$ cat src/rtl/freq_sweep_pkg.sv
// Shared types and next-point arithmetic for the frequency sweep sequencer.
// Arithmetic is done one bit wider than the frequency word so a carry out clamps instead of wrapping.
package freq_sweep_pkg;

  localparam int FREQ_W = 24;

  typedef logic [FREQ_W-1:0] freq_t;

  typedef enum logic [1:0] {IDLE, ISSUE, DWELL, NEXT} state_e;

  typedef struct packed {
    freq_t fmin;
    freq_t fmax;
    freq_t fstep;
  } sweep_cfg_t;

  function automatic freq_t step_up(input freq_t cur, input freq_t stp, input freq_t lim);
    logic [FREQ_W:0] sum;
    sum = {1'b0, cur} + {1'b0, stp};
    if (sum > {1'b0, lim}) return lim;
    return sum[FREQ_W-1:0];
  endfunction

  function automatic freq_t step_dn(input freq_t cur, input freq_t stp, input freq_t lim);
    logic [FREQ_W:0] diff;
    diff = {1'b0, cur} - {1'b0, stp};
    if (diff[FREQ_W] || (diff[FREQ_W-1:0] < lim)) return lim;
    return diff[FREQ_W-1:0];
  endfunction

  function automatic logic cfg_ok(input sweep_cfg_t c);
    return (c.fstep != '0) && (c.fmin <= c.fmax);
  endfunction

endpackage

$ cat src/rtl/freq_sweep_sched_if.sv
// Command-decoder / PWM-generator side bundle of the sweep sequencer.
// master drives configuration, strobes and fre_rdy; slave is the sequencer.
interface freq_sweep_sched_if;
  import freq_sweep_pkg::*;

  logic  cfg_valid;
  freq_t fre_min;
  freq_t fre_max;
  freq_t fre_step;
  logic  start;
  logic  stop;
  logic  mode_loop;
  freq_t fre_out;
  logic  fre_vld;
  logic  fre_rdy;
  logic  busy;
  logic  done;
  logic  cfg_err;

  modport master (
    output cfg_valid, fre_min, fre_max, fre_step, start, stop, mode_loop, fre_rdy,
    input  fre_out, fre_vld, busy, done, cfg_err
  );

  modport slave (
    input  cfg_valid, fre_min, fre_max, fre_step, start, stop, mode_loop, fre_rdy,
    output fre_out, fre_vld, busy, done, cfg_err
  );

endinterface

$ cat src/rtl/sweep_dwell_timer.sv
// Dwell countdown: load sets DWELL_CYCLES-1, dec steps toward zero, zero_o flags expiry.
// One-cycle load latency; no backpressure.
module sweep_dwell_timer #(
  parameter int DWELL_CYCLES = 50000
) (
  input  logic CLK,
  input  logic RST,
  input  logic load_i,
  input  logic dec_i,
  output logic zero_o
);

  localparam int CW = (DWELL_CYCLES > 1) ? $clog2(DWELL_CYCLES) : 1;

  logic [CW-1:0] cnt_q;

  always_ff @(posedge CLK) begin
    if (RST) begin
      cnt_q <= '0;
    end else if (load_i) begin
      cnt_q <= CW'(DWELL_CYCLES - 1);
    end else if (dec_i && (cnt_q != '0)) begin
      cnt_q <= cnt_q - 1'b1;
    end
  end

  assign zero_o = (cnt_q == '0);

endmodule

$ cat src/rtl/freq_sweep_sched.sv
// Steps fre_out min..max by step with a dwell per point; SWEEP_BIDIR_EN adds the triangle sweep.
// start->fre_vld 1 cycle; fre_out/fre_vld hold while fre_rdy is low, dwell starts at the handshake.
module freq_sweep_sched
  import freq_sweep_pkg::*;
#(
  parameter int DWELL_CYCLES = 50000
) (
  input logic             CLK,
  input logic             RST,
  freq_sweep_sched_if.slave bus
);

  sweep_cfg_t shadow_q;
  sweep_cfg_t act_q;
  sweep_cfg_t new_cfg;
  state_e     state_q;
  freq_t      cur_q;
  freq_t      fre_out_q;
  logic       fre_vld_q;
  logic       busy_q;
  logic       done_q;
  logic       cfg_err_q;
  logic       loop_q;

  freq_t      nxt_d;
  freq_t      restart_d;
  logic       end_d;

  logic       tmr_load;
  logic       tmr_dec;
  logic       tmr_zero;

`ifdef SWEEP_BIDIR_EN
  logic       dir_dn_q;
  logic       dir_dn_d;
`endif

  assign new_cfg = '{fmin: bus.fre_min, fmax: bus.fre_max, fstep: bus.fre_step};

  assign tmr_load = (state_q == ISSUE) && bus.fre_rdy && !bus.stop;
  assign tmr_dec  = (state_q == DWELL) && !tmr_zero;

  sweep_dwell_timer #(.DWELL_CYCLES(DWELL_CYCLES)) u_timer (
    .CLK    (CLK),
    .RST    (RST),
    .load_i (tmr_load),
    .dec_i  (tmr_dec),
    .zero_o (tmr_zero)
  );

  always_comb begin
    nxt_d     = step_up(cur_q, act_q.fstep, act_q.fmax);
    end_d     = (cur_q == act_q.fmax);
    restart_d = act_q.fmin;
`ifdef SWEEP_BIDIR_EN
    dir_dn_d  = dir_dn_q;
    // Looping re-enters the up leg above min so the lower turn point is not issued twice.
    restart_d = step_up(act_q.fmin, act_q.fstep, act_q.fmax);
    if (dir_dn_q) begin
      nxt_d = step_dn(cur_q, act_q.fstep, act_q.fmin);
      end_d = (cur_q == act_q.fmin);
    end else if (end_d && (act_q.fmin != act_q.fmax)) begin
      nxt_d    = step_dn(cur_q, act_q.fstep, act_q.fmin);
      end_d    = 1'b0;
      dir_dn_d = 1'b1;
    end
`endif
  end

  always_ff @(posedge CLK) begin
    if (RST) begin
      shadow_q  <= '0;
      act_q     <= '0;
      state_q   <= IDLE;
      cur_q     <= '0;
      fre_out_q <= '0;
      fre_vld_q <= 1'b0;
      busy_q    <= 1'b0;
      done_q    <= 1'b0;
      cfg_err_q <= 1'b0;
      loop_q    <= 1'b0;
`ifdef SWEEP_BIDIR_EN
      dir_dn_q  <= 1'b0;
`endif
    end else begin
      done_q <= 1'b0;
      if (bus.cfg_valid) shadow_q <= new_cfg;
      if (bus.stop) begin
        state_q   <= IDLE;
        fre_vld_q <= 1'b0;
        busy_q    <= 1'b0;
      end else begin
        case (state_q)
          IDLE: begin
            if (bus.start) begin
              act_q  <= shadow_q;
              loop_q <= bus.mode_loop;
              if (cfg_ok(shadow_q)) begin
                cfg_err_q <= 1'b0;
                cur_q     <= shadow_q.fmin;
                fre_out_q <= shadow_q.fmin;
                fre_vld_q <= 1'b1;
                busy_q    <= 1'b1;
                state_q   <= ISSUE;
`ifdef SWEEP_BIDIR_EN
                dir_dn_q  <= 1'b0;
`endif
              end else begin
                cfg_err_q <= 1'b1;
              end
            end
          end
          ISSUE: begin
            if (bus.fre_rdy) begin
              fre_vld_q <= 1'b0;
              state_q   <= DWELL;
            end
          end
          DWELL: begin
            if (tmr_zero) state_q <= NEXT;
          end
          NEXT: begin
            if (!end_d) begin
              cur_q     <= nxt_d;
              fre_out_q <= nxt_d;
              fre_vld_q <= 1'b1;
              state_q   <= ISSUE;
`ifdef SWEEP_BIDIR_EN
              dir_dn_q  <= dir_dn_d;
`endif
            end else if (loop_q) begin
              cur_q     <= restart_d;
              fre_out_q <= restart_d;
              fre_vld_q <= 1'b1;
              state_q   <= ISSUE;
`ifdef SWEEP_BIDIR_EN
              dir_dn_q  <= 1'b0;
`endif
            end else begin
              done_q  <= 1'b1;
              busy_q  <= 1'b0;
              state_q <= IDLE;
            end
          end
          default: state_q <= IDLE;
        endcase
      end
    end
  end

  assign bus.fre_out = fre_out_q;
  assign bus.fre_vld = fre_vld_q;
  assign bus.busy    = busy_q;
  assign bus.done    = done_q;
  assign bus.cfg_err = cfg_err_q;

endmodule

$ cat src/flat_wrapper.sv
// flat-port wrapper written by rule: the top's interface ports become plain ports
module freq_sweep_sched_flat import freq_sweep_pkg::*;
#(
  parameter int DWELL_CYCLES = 50000
)
  (CLK, RST, bus_cfg_valid, bus_fre_min, bus_fre_max, bus_fre_step, bus_start, bus_stop, bus_mode_loop, bus_fre_rdy, bus_fre_out, bus_fre_vld, bus_busy, bus_done, bus_cfg_err);
  freq_sweep_sched_if bus_i ();
  input logic CLK;
  input logic RST;
  input wire logic [$bits(bus_i.cfg_valid)-1:0] bus_cfg_valid;
  input wire logic [$bits(bus_i.fre_min)-1:0] bus_fre_min;
  input wire logic [$bits(bus_i.fre_max)-1:0] bus_fre_max;
  input wire logic [$bits(bus_i.fre_step)-1:0] bus_fre_step;
  input wire logic [$bits(bus_i.start)-1:0] bus_start;
  input wire logic [$bits(bus_i.stop)-1:0] bus_stop;
  input wire logic [$bits(bus_i.mode_loop)-1:0] bus_mode_loop;
  input wire logic [$bits(bus_i.fre_rdy)-1:0] bus_fre_rdy;
  output wire logic [$bits(bus_i.fre_out)-1:0] bus_fre_out;
  output wire logic [$bits(bus_i.fre_vld)-1:0] bus_fre_vld;
  output wire logic [$bits(bus_i.busy)-1:0] bus_busy;
  output wire logic [$bits(bus_i.done)-1:0] bus_done;
  output wire logic [$bits(bus_i.cfg_err)-1:0] bus_cfg_err;
  assign bus_i.cfg_valid = bus_cfg_valid;
  assign bus_i.fre_min = bus_fre_min;
  assign bus_i.fre_max = bus_fre_max;
  assign bus_i.fre_step = bus_fre_step;
  assign bus_i.start = bus_start;
  assign bus_i.stop = bus_stop;
  assign bus_i.mode_loop = bus_mode_loop;
  assign bus_i.fre_rdy = bus_fre_rdy;
  assign bus_fre_out = bus_i.fre_out;
  assign bus_fre_vld = bus_i.fre_vld;
  assign bus_busy = bus_i.busy;
  assign bus_done = bus_i.done;
  assign bus_cfg_err = bus_i.cfg_err;
  freq_sweep_sched #(.DWELL_CYCLES(DWELL_CYCLES)) u_core (.CLK(CLK), .RST(RST), .bus(bus_i));
endmodule
$ cat config.mk
export PLATFORM = sky130hd
export DESIGN_NAME = freq_sweep_sched_flat
export DESIGN_NICKNAME = d
export VERILOG_FILES = /design/src/rtl/freq_sweep_pkg.sv /design/src/rtl/freq_sweep_sched_if.sv /design/src/rtl/sweep_dwell_timer.sv /design/src/rtl/freq_sweep_sched.sv /design/src/flat_wrapper.sv
export SDC_FILE = /design/constraint.sdc
export NUM_CORES = 1
export LEC_CHECK = 0
export ABC_CLOCK_PERIOD_IN_PS = 4000
export CORE_MARGIN = 2
export CORE_UTILIZATION = 52
export DETAILED_ROUTE_END_ITERATION = 16
export PLACE_DENSITY_LB_ADDON = 0.12
export SLEW_MARGIN = 20
export SYNTH_ARGS = -nofsm -noshare
export SYNTH_HDL_FRONTEND = slang
export SYNTH_SLANG_ARGS = --single-unit
$ cat constraint.sdc
create_clock -name CLK -period 4 [get_ports CLK]
set_input_delay 0.6 -clock CLK [delete_from_list [all_inputs] [get_ports CLK]]
set_output_delay 0.6 -clock CLK [all_outputs]
set_load 0.05 [all_outputs]
==> run_results.csv, run 1 <==
group,metric,value,unit
layout,drive_above_1_share,16.20,%
cts,clkSlewWorstSetupHoldPaths,0.08,ns
cts,clock_sinks,191,
pwr,power.density,406.0,nW/um2
route,wl,31.16,mm
route,ant_nets,0,
timing,fin_tns_setup,-8.847,ns
setup_path,rr_worst_depth,20,
setup_path,cp-start-kind,"flop",
timing,clock_skew,0.01960,ns
timing,finalSetupViolations,24,
placed_design,dpl-instance-area,12590,um2
logic_synthesis,ys_seq_area_share,36.58,%
pwr,p_leak,5.684,nW
layout,multi_input_area,6390,um2
cts,cts_made_buffers,17,
logic_synthesis,yosys-top-cells-count,"nand2_1, dfxtp_1, nor2_1",
global_route,overflow,0,
timing,whs,0.4546,ns
floorplanning,num_rows,51,
cts,worstSkewPairLatency,0.45,ns
global_route,grt_pass1_vias,9274,
cts,hold_buffers,0,
timing,layout_min_cycle_time,4.461,ns
setup_path,path_class,"flop to flop",
route,first_iter_violations,625,
layout,fillers,1652,
setup_path,worstSetupEndpointType,"flop",
layout,syn_to_final_growth,28.77,%
pwr,irDropWorstVdd,0.3371,mV
placed_design,dp_slack,-0.5515,ns
route,dr.pass1.iters,5,
floorplanning,ios,107,
logic_synthesis,synth.distinct_cells,71,
logic_synthesis,synth_edf_count,0,
timing,drv_slew,0,
timing,rsz0062_at_grt,"yes",
pwr,power,5.466,mW
cts,cts_root_buffer,"clkbuf_16",
setup_path,cp.required,4.33,ns
layout,regArea,3862,um2
setup_path,r2r_start,"u_core.cur_q[0]",
floorplanning,die_w,145.8,um
status,status,"finished with violations",
cts,cts_tree,"done",
global_route,antenna_found_initial,0,
floorplanning,die_h,145.8,um
timing,min_period_over_period,111.5,%
logic_synthesis,synth_top_area_cell,"dfxtp_1",
logic_synthesis,synth.most_common_cell,"nand2_1",
min_path,hold-path-endpoint,"u_core.restart_d[22]",
logic_synthesis,synth_area,10450,um2
logic_synthesis,yosysTopAreaCellShare,36.58,%
placed_design,numPortBuffers,106,
setup_path,regToRegEndpoint,"u_core.cur_q[9]",
logic_synthesis,ys.flop_type,"dfxtp_1",
floorplanning,core_area,19590,um2
logic_synthesis,synth_area_per_cell,8.264,um2
placed_design,dp_cells,1683,
setup_path,cp_max_fo,8,
placed_design,dp_hpwl,23.33,mm
route,via_per_inst,5.651,
floorplanning,start_util,53.36,%
min_path,min-delay-start,"u_core.restart_d[22]",
logic_synthesis,yosys_warnings,0,
run,drv_cap,0,
floorplanning,die-area,21250,um2
cts,cts_max_path_buffers,2,
min_path,hold_path.class,"flop to flop",
logic_synthesis,synth_area_leaders,"dfxtp_1, ha_1, mux2i_1, nand2_1, a21oi_1",
layout,diodes,0,
route,drc,0,
logic_synthesis,postSynthCellCount,1265,
route,vias,9731,
cts,htreeDepth,4,
timing,fmax,0.2242,GHz
global_route,track_usage,29.38,%
timing,maxSlewHeadroom,45.62,%
status,failed_checks,"setup timing",
logic_synthesis,synthArstFlopShare,0,%
timing,fin_ws,-0.4610,ns
setup_path,crit_arrival,4.79,ns
route,wl_per_cell,18.10,um
placed_design,globalplace.congestion,0.9762,
timing,hold_violations,0,
layout,stdcell_count,1722,
logic_synthesis,syn_nets,1424,
layout,fin_area,13460,um2
layout,layout.nets,1603,
setup_path,r2r_setup_slack,-0.46,ns
timing,worstMarginPinSlew,0.8157,ns
logic_synthesis,ys_ff_latch,191,
layout,fin_util,68.72,%
min_path,worstHoldPathCells,2,
global_route,grt_max_degree,87,
global_route,grt_pass1_wl,49.48,mm
[cell usage in the layout, fill, tap and decap left out, types with 5 or more instances in the layout]
cell type	synthesis	layout
a31oi_1	11	10
buf_4	0	110
o21a_1	6	5
o21ai_0	33	27
o21ai_1	1	7
nor2b_1	9	8
and3_1	11	11
clkinv_4	0	5
nand3_1	12	11
a2111oi_4	1	6
a31o_2	6	6
xnor2_1	34	33
dfxtp_2	0	16
nor4_1	14	14
a21oi_2	1	5
or3_1	5	5
mux2i_1	83	79
xor2_1	23	22
inv_1	66	65
dfxtp_4	0	5
a21oi_1	121	117
o211ai_1	9	9
clkbuf_16	0	17
nand2b_1	5	5
dfxtp_1	191	170
a211oi_1	13	11
nand2_1	196	195
nor2_1	142	141
o31a_1	5	5
ha_1	79	77
clkdlybuf4s50_1	0	104
a21o_1	12	12
nand4_1	16	16
buf_12	1	7
nor3_1	23	20
[worst max-delay path, cell delays in order, from the launching register on]
cell       delay [ns]
dfxtp_4          0.36
ha_4             0.16
fa_2             0.36
a21oi_2          0.19
o21ai_2          0.10
and3_4           0.20
or2_4            0.26
a211oi_2         0.24
xnor2_1          0.19
ha_1             0.30
nand4_1          0.16
inv_2            0.07
a2111oi_4        0.28
buf_4            0.16
o211ai_1         0.09
a21oi_1          0.20
o21a_2           0.25
buf_12           0.16
mux2i_4          0.23
a211oi_1         0.08
or3_1            0.31
[worst max-delay path by stage]
stage / from / endpoint / slack (ns) / cells past startpoint
final: u_core.cur_q[0] / u_core.cur_q[9] / -0.46 / 20
after floorplan: u_core.cur_q[0] / u_core.cur_q[11] / -0.22 / 20
after global routing: u_core.cur_q[0] / u_core.cur_q[9] / -0.70 / 20
after global placement: u_core.cur_q[0] / u_core.cur_q[5] / -0.55 / 20
after detailed placement: u_core.cur_q[0] / u_core.cur_q[5] / -0.55 / 20
after CTS: u_core.cur_q[0] / u_core.cur_q[17] / -0.42 / 22
[report_power, final]
group          switching, mW  total [mW]  internal (mW)  leakage (nW)
logic                  0.906        1.68          0.776          3.83
clock network          0.844        1.68          0.832         0.286
registers              0.108        2.11           2.00          1.57
total                   1.86        5.47           3.61          5.68
[metal layers]
layer,vias to the layer above,routed length [um],track usage [%]
met3,54,2028,5.674
li1,4764,-,-
met1,4600,14400,41.19
met5,-,0,0
met2,313,13590,44.39
met4,0,1140,12.01
[sequential cells by signal (all words and copies together) (netlist names), 2 cells and up]
register and cells:
u_core.shadow_q 72, u_core.act_q 48, u_core.cur_q 24, u_core.restart_d 24, u_core.u_timer.cnt_q 16, u_core.state_q 2
[kinds of logic (layout without fill, tap and decap cells)]
logic type | count (synthesis) | count (layout) | synth area share (%)
DFF | 191 | 191 | 36.58
buffers and inverters | 131 | 323 | 4.955
xor gates and xnor gates | 57 | 57 | 4.776
muxes | 87 | 87 | 8.378
adders and majority gates | 80 | 80 | 9.647
and+or+nand+nor | 455 | 455 | 19.04
AOI/OAI and AO/OA | 264 | 264 | 16.62
[area by class of cell]
class	count	area share, %
multi-input combinational	943	47.47
tap	265	2.463
clock buffer	17	3.160
timing repair buffer	224	15.19
clock inverter	15	1.162
inverter	67	1.868
sequential	191	28.69
[what timing repair did]
item | 4_1_cts | 5_1_grt
cloned | 1 | 0
buffers inserted | 4 | 3
endpoints found under the setup margin | 24 | 24
resized for setup | 27 | 17
pin swaps | 20 | 14
Note: power is estimated with default switching activity, not from simulation.
==> run 2, diff against run 1 <==
--- a/config.mk
+++ b/config.mk
@@ -6,6 +6,7 @@
 export NUM_CORES = 1
 export LEC_CHECK = 0
 export ABC_CLOCK_PERIOD_IN_PS = 4000
+export CORE_ASPECT_RATIO = 0.8
 export CORE_MARGIN = 2
 export CORE_UTILIZATION = 52
 export DETAILED_ROUTE_END_ITERATION = 16
==> run_results.csv, run 2 (synthesis results as in run 1) <==
group,metric,value,unit
min_path,min-delay-start,"u_core.restart_d[1]",
cts,htreeDepth,4,
setup_path,regToRegEndpoint,"u_core.cur_q[17]",
layout,syn_to_final_growth,29.59,%
min_path,worstHoldPathCells,2,
pwr,irDropWorstVdd,0.2816,mV
timing,worstMarginPinSlew,0.8484,ns
floorplanning,ios,107,
cts,cts_max_path_buffers,2,
placed_design,dp_hpwl,22.60,mm
floorplanning,start_util,52.95,%
cts,cts_tree,"done",
status,failed_checks,"setup timing",
cts,clkSlewWorstSetupHoldPaths,0.07,ns
global_route,grt_pass1_vias,9042,
layout,fillers,1619,
route,ant_nets,0,
pwr,seq_power_share,36.9,%
floorplanning,die_h,130.8,um
route,vias,9728,
floorplanning,die_w,162.5,um
layout,layout.nets,1611,
timing,clock_skew,0.01150,ns
timing,finalSetupViolations,24,
route,wl_per_cell,17.99,um
setup_path,path_class,"flop to flop",
min_path,hold-path-endpoint,"u_core.restart_d[1]",
layout,drive_above_1_share,16.73,%
placed_design,globalplace.congestion,1.002,
setup_path,cpMostUsedCell,"o211ai_1",
setup_path,crit_arrival,4.79,ns
setup_path,slowest_stage,"a2111oi_2",
pwr,p_clk_share,31.3,%
floorplanning,core_area,19740,um2
layout,reg_top3,"u_core.shadow_q x72, u_core.act_q x48",
min_path,hold_path.class,"flop to flop",
global_route,grt_max_degree,177,
cts,clock_sinks,191,
setup_path,slowest_delay,0.37,ns
timing,fmax,0.2233,GHz
timing,layout_min_cycle_time,4.478,ns
timing,hold_violations,0,
pwr,p_comb_share,31.9,%
layout,largest_register_ffs,72,
global_route,antenna_found_initial,0,
route,drc,0,
setup_path,cp_max_fo,11,
layout,final_common_cell,"nand2_1",
setup_path,cp-start-kind,"flop",
setup_path,cp.required,4.31,ns
cts,worstSkewPairLatency,0.44,ns
run,drv_cap,0,
route,via_per_inst,5.630,
setup_path,worstSetupEndpointType,"flop",
status,status,"finished with violations",
route,first_iter_violations,978,
route,dr.pass1.iters,6,
setup_path,rr_worst_depth,19,
pwr,p_leak,5.751,nW
placed_design,numPortBuffers,106,
placed_design,dp_cells,1686,
pwr,p_sw,1.871,mW
global_route,track_usage,29.18,%
timing,drv_slew,0,
pwr,power.density,419.7,nW/um2
setup_path,cp_cell_sequence,"ha_1 -> a21o_1 -> a21o_1 -> a21oi_1 -> nor3b_2 -> o211ai_1 -> a221oi_2 -> xnor2_1 -> ha_1 -> nand4_1 -> or2_2 -> o211ai_1 -> a21oi_2 -> o21a_2 -> buf_12 -> buf_16 -> o211ai_1 -> o21ai_1 -> a2111oi_2",
layout,diodes,0,
layout,stdcell_count,1728,
route,wl,31.09,mm
timing,whs,0.4588,ns
floorplanning,num_rows,46,
global_route,overflow,0,
cts,cts_made_buffers,17,
cts,hold_buffers,0,
timing,fin_ws,-0.4784,ns
timing,min_period_over_period,112.0,%
cts,cts_root_buffer,"clkbuf_16",
pwr,p_sw_share,32.91,%
setup_path,r2r_setup_slack,-0.48,ns
timing,fin_tns_setup,-9.588,ns
floorplanning,die-area,21260,um2
timing,maxSlewHeadroom,43.44,%
timing,rsz0062_at_grt,"yes",
global_route,grt_pass1_wl,48.27,mm
pwr,power.internal,3.815,mW
setup_path,r2r_start,"u_core.cur_q[14]",
layout,mostFrequentLayoutCells,"nand2_1, dfxtp_1, nor2_1",
layout,regMostFlops,"u_core.shadow_q",
==> run 2: critical path, delay by kind of cell (launching register included) <==
kind | cells | cell delay, ns
buf+inv | 2 | 0.29
simple gates | 3 | 0.72
flops | 1 | 0.34
fa+ha+maj | 2 | 0.65
compound gates | 11 | 2.20
xor+xnor | 1 | 0.14
==> run 2: final cells by class <==
class	count	area, um2	share of cell area (%)
inverters	67	251.5	1.856
multi-input cells	943	6381	47.10
flip-flops and latches	191	3861	28.50
clock buffers	18	439.2	3.242
well taps	264	330.3	2.438
clock inverters	13	163.9	1.210
repair buffers	232	2120	15.65
==> run 2: routing by layer <==
layer / track usage, % / part of all wire [%] / vias up
met5: 0 / 0 / -
met4: 7.496 / 1.9 / 0
met3: 5.019 / 6.3 / 47
met2: 49.46 / 46 / 326
met1: 38.95 / 45 / 4564
li1: - / - / 4791
==> run 2: worst max-delay path by stage <==
stage	end	slack, ns	from
2_1_floorplan	u_core.cur_q[11]	-0.22	u_core.cur_q[0]
3_3_place_gp	u_core.cur_q[5]	-0.48	u_core.cur_q[0]
3_5_place_dp	u_core.cur_q[5]	-0.58	u_core.act_q[0]
4_1_cts	u_core.cur_q[17]	-0.44	u_core.cur_q[0]
5_1_grt	u_core.cur_q[17]	-0.69	u_core.cur_q[2]
6_report	u_core.cur_q[17]	-0.48	u_core.cur_q[14]
==> run 2: power groups by stage <==
stage | Combinational, mW | Sequential (mW) | Clock [mW]
after floorplan | 0.856 | 2.21 | 0
after global placement | 1.47 | 2.14 | 0
after detailed placement | 1.48 | 2.14 | 0
after CTS | 1.74 | 2.09 | 1.80
after global routing | 1.93 | 2.10 | 1.87
final | 1.81 | 2.10 | 1.78
==> run 2: what timing repair did <==
| item | in CTS | in global routing |
|---|---|---|
| pin swaps | 21 | 18 |
| setup buffers | 6 | 4 |
| gates resized for setup | 28 | 23 |
| endpoints found under the setup margin | 24 | 24 |
| cloned | 3 | 0 |
==> run 2: per-stage QoR <==
stage	setup slack (ns)	utilization [%]	power, mW	area [um2]
2_1_floorplan	-0.2241	-	3.064	10550
3_3_place_gp	-0.4773	63.75	3.606	12590
3_5_place_dp	-0.5775	63.75	3.621	12590
4_1_cts	-0.4426	67.88	5.636	13400
5_1_grt	-0.6887	68.62	5.906	13550
6_report	-0.4784	68.62	5.686	13550
==> run 3, diff against run 2 <==
--- a/config.mk
+++ b/config.mk
@@ -5,10 +5,10 @@
 export SDC_FILE = /design/constraint.sdc
 export NUM_CORES = 1
 export LEC_CHECK = 0
-export ABC_CLOCK_PERIOD_IN_PS = 4000
+export ABC_CLOCK_PERIOD_IN_PS = 4800
 export CORE_ASPECT_RATIO = 0.8
 export CORE_MARGIN = 2
-export CORE_UTILIZATION = 52
+export CORE_UTILIZATION = 58
 export DETAILED_ROUTE_END_ITERATION = 16
 export PLACE_DENSITY_LB_ADDON = 0.12
 export SLEW_MARGIN = 20
==> constraint.sdc (replaced) <==
create_clock -name CLK -period 4.8 [get_ports CLK]
set_input_delay 0.72 -clock CLK [delete_from_list [all_inputs] [get_ports CLK]]
set_output_delay 0.72 -clock CLK [all_outputs]
set_load 0.05 [all_outputs]
==> run_results.csv, run 3 (synthesis results as in run 1) <==
group,metric,value,unit
timing,finalSetupViolations,0,
layout,mostFrequentLayoutCells,"nand2_1, dfxtp_1, nor2_1",
floorplanning,die-area,19120,um2
timing,fmax,0.2170,GHz
setup_path,cp_max_fo,5,
route,vias,9544,
timing,layout_min_cycle_time,4.607,ns
global_route,grt_max_degree,81,
status,status,"complete, no violations",
pwr,p_sw,1.417,mW
layout,final_common_cell,"nand2_1",
layout,largest_register_ffs,72,
placed_design,dp_cells,1571,
global_route,gr-max-usage-layer,"met2",
placed_design,globalplace.congestion,0.9413,
layout,multi_input_area,6223,um2
min_path,hold_path.class,"flop to flop",
placed_design,dp_hpwl,21.25,mm
layout,regArea,3831,um2
cts,clock_sinks,191,
cts,cts_root_buffer,"clkbuf_16",
global_route,track_usage,30.35,%
timing,hold_violations,0,
setup_path,worstSetupEndpointType,"flop",
route,drc,0,
timing,maxSlewHeadroom,28.36,%
cts,hold_buffers,0,
route,ant_nets,0,
layout,layout.nets,1534,
placed_design,numPortBuffers,106,
timing,fin_tns_setup,0,ns
pwr,power.density,354.4,nW/um2
global_route,grt_use_met1,41.58,%
global_route,met2_usage,49.27,%
route,first_iter_violations,818,
pwr,p_clk_share,33.2,%
pwr,p_leak,5.284,nW
cts,cts_tree,"done",
timing,worstMarginPinSlew,1.075,ns
pwr,p_sw_share,31.61,%
timing,clock_skew,0.008647,ns
placed_design,dpl-instance-area,11830,um2
timing,drv_slew,0,
layout,reg_top3,"u_core.shadow_q x72, u_core.act_q x48",
layout,stdcell_count,1612,
pwr,p_comb_share,27.7,%
global_route,grt_use_met3,5.184,%
floorplanning,num_rows,43,
route,dr.pass1.iters,7,
setup_path,crit_arrival,4.93,ns
layout,fin_area,12650,um2
layout,regMostFlops,"u_core.shadow_q",
pwr,power.internal,3.066,mW
global_route,grt_pass1_vias,8580,
floorplanning,start_util,59.79,%
layout,diodes,0,
cts,cts_made_buffers,17,
setup_path,path_class,"flop to flop",
route,via_per_inst,5.921,
cts,clkSlewWorstSetupHoldPaths,0.07,ns
global_route,overflow,0,
setup_path,cp.required,5.13,ns
route,wl,29.11,mm
timing,min_period_over_period,95.99,%
cts,worstSkewPairLatency,0.43,ns
layout,drive_above_1_share,9.950,%
pwr,seq_power_share,39.1,%
floorplanning,ios,107,
global_route,antenna_found_initial,0,
floorplanning,die_w,154.1,um
floorplanning,core_area,17490,um2
global_route,grt_pass1_wl,45.42,mm
cts,cts_max_path_buffers,2,
run,drv_cap,0,
layout,fillers,1374,
setup_path,cp-start-kind,"flop",
floorplanning,die_h,124.1,um
layout,syn_to_final_growth,21.01,%
pwr,irDropWorstVdd,0.2029,mV
route,wl_per_cell,18.06,um
cts,htreeDepth,4,
-- run 3: worst paths after layout --
path	cells past startpoint	slack, ns	startpoint	end
max	21	0.19	u_core.cur_q[0]	u_core.cur_q[6]
min	2	0.46	u_core.restart_d[5]	u_core.restart_d[5]
max reg2reg	21	0.19	u_core.cur_q[0]	u_core.cur_q[6]
min reg2reg	2	0.46	u_core.restart_d[5]	u_core.restart_d[5]
-- run 3: worst max-delay path: stages (launching register included) --
cell and delay (ns):
dfxtp_2 0.34, ha_4 0.17, fa_2 0.37, a21oi_2 0.18, o21ai_2 0.11, and3_4 0.19, buf_4 0.14, or4_4 0.51
a2111o_1 0.39, o2111ai_2 0.11, ha_1 0.29, nand4_1 0.11, nor2_1 0.07, o2111ai_1 0.10, o211ai_1 0.14, a21oi_2 0.21
o21a_4 0.20, buf_6 0.14, buf_4 0.12, mux2i_1 0.20, a211oi_1 0.10, o31a_1 0.30
-- run 3: power groups by stage --
stage	Clock (mW)	Sequential, mW	Combinational, mW
floorplan	0	1.84	0.691
global placement	0	1.79	1.08
detailed placement	0	1.79	1.09
CTS	1.50	1.75	1.10
global route	1.57	1.76	1.34
finish	1.49	1.75	1.24
-- run 3: final cells by class --
class,instances,area share [%]
Multi-Input combinational cell,943,49.20
Sequential cell,191,30.29
Timing Repair Buffer,155,11.46
Clock buffer,20,3.610
Tap cell,225,2.226
Inverter,67,1.988
Clock inverter,11,1.227
-- run 3: metal layers --
metal	vias up	part of all wire, %
met4	0	2.4
li1	4641	-
met5	-	0
met3	61	6.9
met1	4469	45
met2	373	45
-- run 3: timing repair --
action | in CTS | in global routing
setup endpoints to repair | 18 | 24
cloned | 0 | 2
pin swaps | 3 | 13
gates resized for setup | 2 | 32
setup buffers | 1 | 7
-- run 3: through the flow --
step / setup slack (ns) / hold slack (ns) / util (%) / power [mW]
2_1_floorplan: 0.1574 / 0.4332 / - / 2.527
3_3_place_gp: 0.01214 / 0.4427 / 67.64 / 2.868
3_5_place_dp: -0.1133 / 0.4498 / 67.64 / 2.878
4_1_cts: -0.01444 / 0.4601 / 71.21 / 4.351
5_1_grt: -0.05578 / 0.4787 / 72.34 / 4.672
6_report: 0.1927 / 0.4570 / 72.34 / 4.483
